### src/rtl/hc8_alu.sv
`default_nettype none
//============================================================================
// Module   : hc8_alu
// Purpose  : Parameterised-width integer ALU for the HC8 datapath. Performs
//            add/sub with carry, XOR/OR/AND and pass-through of A or B, and
//            holds the architectural carry and zero flag registers.
// Revision : 1.0 - initial release
//----------------------------------------------------------------------------
// Parameters:
//   WIDTH      data path width of in_A, in_B and out (default 4)
// Ports:
//   clk        in   1      system clock, flags update on rising edge
//   rst_n      in   1      asynchronous active-low reset
//   in_A       in   WIDTH  operand A
//   in_B       in   WIDTH  operand B
//   sel_in     in   3      operation select
//   carry_in   in   1      carry-in (add) / borrow-in (sub)
//   flag_we    in   1      load flag registers at next clk edge
//   out        out  WIDTH  operation result
//   carry_out  out  1      carry (add) / borrow (sub)
//   zero_out   out  1      high when out == 0
//   carry_flag out  1      registered carry flag
//   zero_flag  out  1      registered zero flag
// Build option:
//   ALU_OUT_REG_EN  when defined, out/carry_out/zero_out are registered
//                   (one cycle latency) and flag_we is delayed to match.
//============================================================================
module hc8_alu #(
  parameter int WIDTH = 4
) (
  input  logic             clk,
  input  logic             rst_n,
  input  logic [WIDTH-1:0] in_A,
  input  logic [WIDTH-1:0] in_B,
  input  logic [2:0]       sel_in,
  input  logic             carry_in,
  input  logic             flag_we,
  output logic [WIDTH-1:0] out,
  output logic             carry_out,
  output logic             zero_out,
  output logic             carry_flag,
  output logic             zero_flag
);

  localparam logic [2:0] c_OP_PASS_B = 3'b000;
  localparam logic [2:0] c_OP_NOP    = 3'b001;
  localparam logic [2:0] c_OP_ADD    = 3'b010;
  localparam logic [2:0] c_OP_SUB    = 3'b011;
  localparam logic [2:0] c_OP_XOR    = 3'b100;
  localparam logic [2:0] c_OP_OR     = 3'b101;
  localparam logic [2:0] c_OP_AND    = 3'b110;
  localparam logic [2:0] c_OP_PASS_A = 3'b111;

  logic [WIDTH:0]   w_sum;
  logic [WIDTH:0]   w_diff;
  logic [WIDTH-1:0] w_out;
  logic             w_carry;
  logic             w_zero;
  logic             w_flag_en;

  // Both arithmetic paths are evaluated at WIDTH+1 bits. For subtraction the
  // extra bit is the sign of the true difference, which is exactly the borrow:
  // the smallest possible difference is -2^WIDTH, so bit WIDTH is set iff
  // in_A < in_B + carry_in.
  assign w_sum  = {1'b0, in_A} + {1'b0, in_B} + {{WIDTH{1'b0}}, carry_in};
  assign w_diff = {1'b0, in_A} - {1'b0, in_B} - {{WIDTH{1'b0}}, carry_in};

  always_comb begin
    w_out   = '0;
    w_carry = 1'b0;
    case (sel_in)
      c_OP_PASS_B: w_out = in_B;
      c_OP_NOP:    w_out = '0;
      c_OP_ADD:    {w_carry, w_out} = w_sum;
      c_OP_SUB:    {w_carry, w_out} = w_diff;
      c_OP_XOR:    w_out = in_A ^ in_B;
      c_OP_OR:     w_out = in_A | in_B;
      c_OP_AND:    w_out = in_A & in_B;
      c_OP_PASS_A: w_out = in_A;
      default: begin
        w_out   = '0;
        w_carry = 1'b0;
      end
    endcase
  end

  assign w_zero = ~|w_out;

  // The NOP code never touches the flags, even with flag_we asserted.
  assign w_flag_en = flag_we && (sel_in != c_OP_NOP);

`ifdef ALU_OUT_REG_EN

  logic [WIDTH-1:0] r_out;
  logic             r_carry;
  logic             r_zero;
  logic             r_flag_en_d;

  // Registered result path; zero resets high to agree with out = 0.
  always_ff @(posedge clk or negedge rst_n) begin
    if (!rst_n) begin
      r_out       <= '0;
      r_carry     <= 1'b0;
      r_zero      <= 1'b1;
      r_flag_en_d <= 1'b0;
    end else begin
      r_out       <= w_out;
      r_carry     <= w_carry;
      r_zero      <= w_zero;
      r_flag_en_d <= w_flag_en;
    end
  end

  assign out       = r_out;
  assign carry_out = r_carry;
  assign zero_out  = r_zero;

  // The write enable is delayed one cycle so the flags capture the
  // registered result of the operation that requested the write.
  always_ff @(posedge clk or negedge rst_n) begin
    if (!rst_n) begin
      carry_flag <= 1'b0;
      zero_flag  <= 1'b0;
    end else if (r_flag_en_d) begin
      carry_flag <= r_carry;
      zero_flag  <= r_zero;
    end
  end

`else

  assign out       = w_out;
  assign carry_out = w_carry;
  assign zero_out  = w_zero;

  always_ff @(posedge clk or negedge rst_n) begin
    if (!rst_n) begin
      carry_flag <= 1'b0;
      zero_flag  <= 1'b0;
    end else if (w_flag_en) begin
      carry_flag <= w_carry;
      zero_flag  <= w_zero;
    end
  end

`endif

endmodule
`default_nettype wire

### config.mk
export PLATFORM = sky130hd
export DESIGN_NAME = hc8_alu
export DESIGN_NICKNAME = d
export VERILOG_FILES = /design/src/rtl/hc8_alu.sv
export SDC_FILE = /design/constraint.sdc
export NUM_CORES = 1
export LEC_CHECK = 0
export BUFFER_PORTS_ARGS = -buffer_cell sky130_fd_sc_hd__buf_4
export CORE_ASPECT_RATIO = 1.2
export CORE_UTILIZATION = 50
export CTS_CLUSTER_SIZE = 28
export DETAILED_ROUTE_END_ITERATION = 6
export GPL_TIMING_DRIVEN = 0
export PLACE_DENSITY = 0.84
export SETUP_SLACK_MARGIN = 0.15
export SYNTH_ARGS = -nofsm -noshare
export SYNTH_HDL_FRONTEND = slang
export SYNTH_SLANG_ARGS = --single-unit
### constraint.sdc
create_clock -name clk -period 5.25 [get_ports clk]
set_input_delay 0.2625 -clock clk [delete_from_list [all_inputs] [get_ports clk]]
set_output_delay 0.2625 -clock clk [all_outputs]
set_load 0.01 [all_outputs]
==> out/qor.txt, run 1 <==
status = finished, final reports clean
Post-route DRC = 0
number of I/O pins = 23
RSZ-0062 raised after global routing = false
clock tree sinks = 2
area grow syn2layout = 24.0%
Reg clk slew, reported paths = 30 ps
number of DRC markers in iteration 0 = 18
max-cap violation count = 0
Die H = 48.1 um
Starting Density = 54.0%
layout cells sized above 1 = 27.6%
critical path launch point type = input port
clock latency on the worst-skew pair = 220 ps
critical-path maximum fanout = 5
CTS H-tree depth = 1
Hold WC Path Type = input port to async pin
Power Dens Cells = 147 nW/um^2
fillcell total = 147
sequential area share after synthesis = 5.65%
critical path class = input port to output pin
Synth Cell Area = 886 um^2
worst endpoint required time = 4990 ps
Rows = 16
Final GP Congestion = 0.825
Worst EP arrival = 2480 ps
#FFs+latches synth = 2
via count = 860
Yosys top cell by area = ha_1
final core utilization = 66.9%
first-pass GRT wire length = 3190 um
total CTS buffers = 3
core area = 1640 um^2
period utilisation layout = 52.3%
TritonRoute pass-1 iters = 4
Final TNS setup = 0 ps
max_slew headroom = 77.8%
Cell variety after synth = 37
post-CTS setup buffer count = 0
wire per inst = 13.7 um
fmax = 364 MHz
Tot GR Track Use = 24.3%
CTS Root Cell = clkbuf_4
Die Wd = 40.4 um
maximum clock path buffer count = 2
worst-case clock skew = 0 ps
P_leak = 0.568 nW
final WL = 2080 um
Syn Nets = 142
worst slew pin tran = 333 ps
GRT Residual Overflow = 0
Yosys warning count = 0
vias in the first global route = 782
Synth Instances = 109
largest cells by area after synthesis = ha_1 (20%), fa_1 (9.0%), inv_1 (6.4%), dfrtp_1 (5.6%), buf_6 (3.8%)
drt via density = 5.66
crit end category = output pin
TritonCTS clock tree = yes
final hold vios = 0
IO buf count = 21
Synth top area share = 19.8%
peak supply drop = 0.128 mV
max-slew violation count = 0
largest net degree at the start of global routing = 11
Setup violations, final = 0
syn avg cell area = 8.13 um^2
Antenna Nets Post-Route = 0
antenna fix cells = 0
post-DP HPWL = 1690 um
antenna violations before repair = 0
Post-layout nets = 169
Die Footprint = 1940 um^2
Final min period = 2750 ps
[final timing paths]
check	startpoint	to	slack (ps)	cells after the start
max in group asynchronous	rst_n	carry_flag	4790	2
hold / removal	rst_n	zero_flag	370	2
setup / recovery	in_A[0]	zero_out	2500	10
min in group clk	flag_we	zero_flag	370	3
hold reg to reg	zero_flag	zero_flag	480	2
setup reg to reg	carry_flag	carry_flag	4510	1
[critical path, cell delays in order]
cell and delay, ps:
buf_4 140, fa_1 590, inv_1 60, ha_1 170
o21ai_0 250, and3b_1 220, nor3_1 60, o41a_1 370
nor3_1 220, buf_4 150
[through the flow]
stage               worst slack, ps  total power [W]  instances  instance area, um^2  hold slack [ps]
floorplan                      2780        0.0000881        109                  886            -33.1
global placement               2540         0.000123        148                 1070             45.1
detailed placement             2530         0.000127        148                 1070             46.6
CTS                            2520         0.000163        152                 1100              356
global route                   2400         0.000176        152                 1100              369
finish                         2500         0.000161        152                 1100              369
[synth_stat cells (all sizes together)]
cell and instances:
o21ai 3, inv 15, a221oi 2, a21o 1, buf 6, dfrtp 2
o221ai 1, ha 14, and3b 3, a211o 1, o32ai 1, nor3b 1
a21oi 6, nand2 8, mux2 2, a21boi 2, mux2i 3, o41ai 1
nand4b 1, a32oi 1, fa 4, a32o 1, nor3 3, nand2b 6
xor2 2, xnor2 2, nand3 2, nor2 7, o41a 1, or2 1
nor2b 2, a211oi 3, o22ai 1
[cell usage in the layout (no fill, tap or decap), drive strengths merged, types with 3 or more instances in the layout]
cell,Yosys,layout
buf,6,27
inv,15,15
ha,14,14
nand2,8,8
nor2,7,7
a21oi,6,6
nand2b,6,6
fa,4,4
mux2i,3,3
o21ai,3,3
nor3,3,3
a211oi,3,3
clkbuf,0,3
and3b,3,3
[registers in the layout, summed over array words and instances (netlist names)]
| register | cells |
|---|---|
| carry_flag | 1 |
| zero_flag | 1 |
[power breakdown]
group          total [W]  switching (W)  internal, W
sequential     0.0000183    0.000000889    0.0000174
clock          0.0000328     0.00000769    0.0000251
combinational   0.000110      0.0000565    0.0000535
[layer usage]
layer  track usage (%)  part of all wire, %  vias to the layer above
li1                  -                    -                      433
met1              26.5                   41                      397
met2              42.9                   53                       26
met3              5.02                  4.7                        4
met4              13.3                  1.8                        0
met5                 0                    0                        -
[what timing repair did]
action,CTS,global route
hold endpoints to repair,2,0
gates resized for setup,0,0
hold buffers,1,0
[cells by family (layout without fill, tap and decap cells)]
logic type	count (synthesis)	in the layout	synth area share [%]
flip-flops	2	2	5.65
AND/OR/NAND/NOR	34	34	21.3
buffers and inverters	21	46	11.9
multiplexers	5	5	5.93
AO/OA/AOI/OAI	25	25	22.5
XOR/XNOR	4	4	3.96
adder cells (fa/ha/maj)	18	18	28.8
[cell type report]
cell class	instances	area, um^2	area share, %
multi-input combinational	86	731	66.5
timing repair buffer	22	168	15.3
inverter	15	56.3	5.13
sequential	2	50.0	4.56
buffer	6	48.8	4.44
clock buffer	3	22.5	2.05
tap	18	22.5	2.05
Note: power is estimated with default switching activity, not from simulation.
==> run 2: changes to the inputs <==
--- a/config.mk
+++ b/config.mk
@@ -7,11 +7,11 @@
 export LEC_CHECK = 0
 export BUFFER_PORTS_ARGS = -buffer_cell sky130_fd_sc_hd__buf_4
 export CORE_ASPECT_RATIO = 1.2
-export CORE_UTILIZATION = 50
+export CORE_UTILIZATION = 47
 export CTS_CLUSTER_SIZE = 28
 export DETAILED_ROUTE_END_ITERATION = 6
 export GPL_TIMING_DRIVEN = 0
-export PLACE_DENSITY = 0.84
+export PLACE_DENSITY = 0.83
 export SETUP_SLACK_MARGIN = 0.15
 export SYNTH_ARGS = -nofsm -noshare
 export SYNTH_HDL_FRONTEND = slang
==> constraint.sdc (replaced) <==
create_clock -name clk -period 2.25 [get_ports clk]
set_input_delay 0.1125 -clock clk [delete_from_list [all_inputs] [get_ports clk]]
set_output_delay 0.1125 -clock clk [all_outputs]
set_load 0.01 [all_outputs]
==> run 2 against run 1 <==
Compared with the run above:
- routed wire length up 13%
- clock skew did not move
- first-iteration DRC count grew to 2.6 times the previous value
- clock power increased by 130%
- total power increased to 2.6 times the previous value
- hold slack worse by 130 ps
- die area grew 6.1%
- sequential power is 140% higher
- utilization is 4.3 points higher
- critical path type unchanged
- critical endpoint unchanged
- largest power group unchanged
==> out/qor.txt, run 2 (synthesis results as in run 1) <==
Logic pwr share = 72.0%
design area = 1210 um^2
Power Dens Cells = 351 nW/um^2
worst-case clock skew = 0 ps
maximum clock path buffer count = 2
via count = 922
peak supply drop = 0.332 mV
sw frac = 40.6%
GRT Residual Overflow = 0
TritonRoute pass-1 iters = 4
Final min period = 2190 ps
Final GP Congestion = 0.909
total CTS buffers = 3
Reg clk slew, reported paths = 30 ps
number of DRC markers in iteration 0 = 47
Starting Density = 52.1%
sequential power share = 10.1%
Post-route DRC = 0
core area = 1700 um^2
max-slew violation count = 0
crit end category = output pin
final WL = 2340 um
vias in the first global route = 867
Die H = 49.6 um
wire per inst = 15.2 um
CTS Root Cell = clkbuf_4
critical-path maximum fanout = 3
final core utilization = 71.2%
P_leak = 0.591 nW
Die Wd = 41.6 um
fmax = 457 MHz
clock tree sinks = 2
Overall Power = 0.000425 W
CTS H-tree depth = 1
Internal = 0.000253 W
worst slew pin tran = 320 ps
Switch Pwr = 0.000173 W
RSZ-0062 raised after global routing = true
first-pass GRT wire length = 3850 um
leading cell type in the layout, fill and taps excluded = buf_4
PnR worst setup slack = 63.6 ps
critical path class = input port to output pin
placed inst area = 1080 um^2
Die Footprint = 2060 um^2
Hold WC Path Type = input port to register
clock latency on the worst-skew pair = 220 ps
Post-layout nets = 171
post-place setup slack = -130 ps
most frequent cells in the layout = buf_4 (19), inv_1 (14), ha_1 (12)
largest net degree at the start of global routing = 11
max_slew headroom = 78.7%
period utilisation layout = 97.2%
area grow syn2layout = 36.7%
final hold vios = 0
fillcell total = 138
top flop regs = carry_flag: 1 flops, zero_flag: 1 flops
antenna violations before repair = 0
drt via density = 5.99
clock power share = 17.9%
post-DP HPWL = 1730 um
Rows = 16
layout cells sized above 1 = 39.0%
Antenna Nets Post-Route = 0
IO buf count = 21
max-cap violation count = 0
Worst EP arrival = 2070 ps
critical path launch point type = input port
TritonCTS clock tree = yes
worst endpoint required time = 2140 ps
Tot GR Track Use = 23.7%
status = finished, final reports clean
antenna fix cells = 0
number of I/O pins = 23
Setup violations, final = 0
run 2: cell count changes in the layout (fill, tap and decap cells not counted), moves of 2 or more:
cell / delta
buf_6: +3
fa_1: -3
fa_2: +3
buf_4: -2
ha_1: -2
ha_4: +2
nor3_1: -2
nor3_2: +2
run 2: final timing paths:
path	from	slack, ps	end	cells after the start
min in group asynchronous	rst_n	250	carry_flag	2
max in group asynchronous	rst_n	1910	zero_flag	2
min	flag_we	240	zero_flag	3
max reg2reg	carry_flag	1510	carry_flag	1
min reg2reg	zero_flag	500	zero_flag	2
max	carry_in	60	zero_out	9
run 2: area by class of cell:
cell class / instances / area, um^2 / share of cell area, %
multi-input combinational: 86 / 810 / 66.8
timing repair buffer: 24 / 201 / 16.6
inverter: 15 / 56.3 / 4.65
sequential: 2 / 50.0 / 4.13
buffer: 6 / 48.8 / 4.03
clock buffer: 3 / 22.5 / 1.86
tap: 18 / 22.5 / 1.86
run 2: timing repair:
action / CTS / global route
gates cloned: 0 / 0
pin swaps: 10 / 4
hold endpoints to repair: 2 / 0
hold buffers: 1 / 0
endpoints found under the setup margin: 3 / 5
gates resized for setup: 13 / 7
setup buffers: 1 / 1
run 2: critical path: stages:
cell and delay (ps):
buf_8 100, fa_2 600, ha_1 250, xnor2_1 130
a211o_1 300, a32o_1 300, nand2b_4 90, nor3_2 40
buf_4 150
run 2: metrics by stage:
step	cells	setup TNS [ps]	hold WS [ps]
floorplan	109	0	-183
finish	154	0	243
detailed placement	148	-215	-105
global placement	148	-116	-106
CTS	153	0	220
global route	154	-18.7	251
run 2: power by group through the flow:
stage,registers (W),clock network [W],logic (W)
2_1_floorplan,0.0000453,0,0.000167
3_3_place_gp,0.0000430,0,0.000250
3_5_place_dp,0.0000434,0,0.000260
4_1_cts,0.0000430,0.0000805,0.000283
5_1_grt,0.0000437,0.0000806,0.000331
6_report,0.0000431,0.0000761,0.000306
run 2: per-layer routing:
metal,up-vias,part of all wire (%),global-route usage (%)
met3,10,4.3,1.47
met4,0,3.3,14.0
met5,-,0,0
met2,38,53,41.1
met1,442,39,28.2
li1,432,-,-
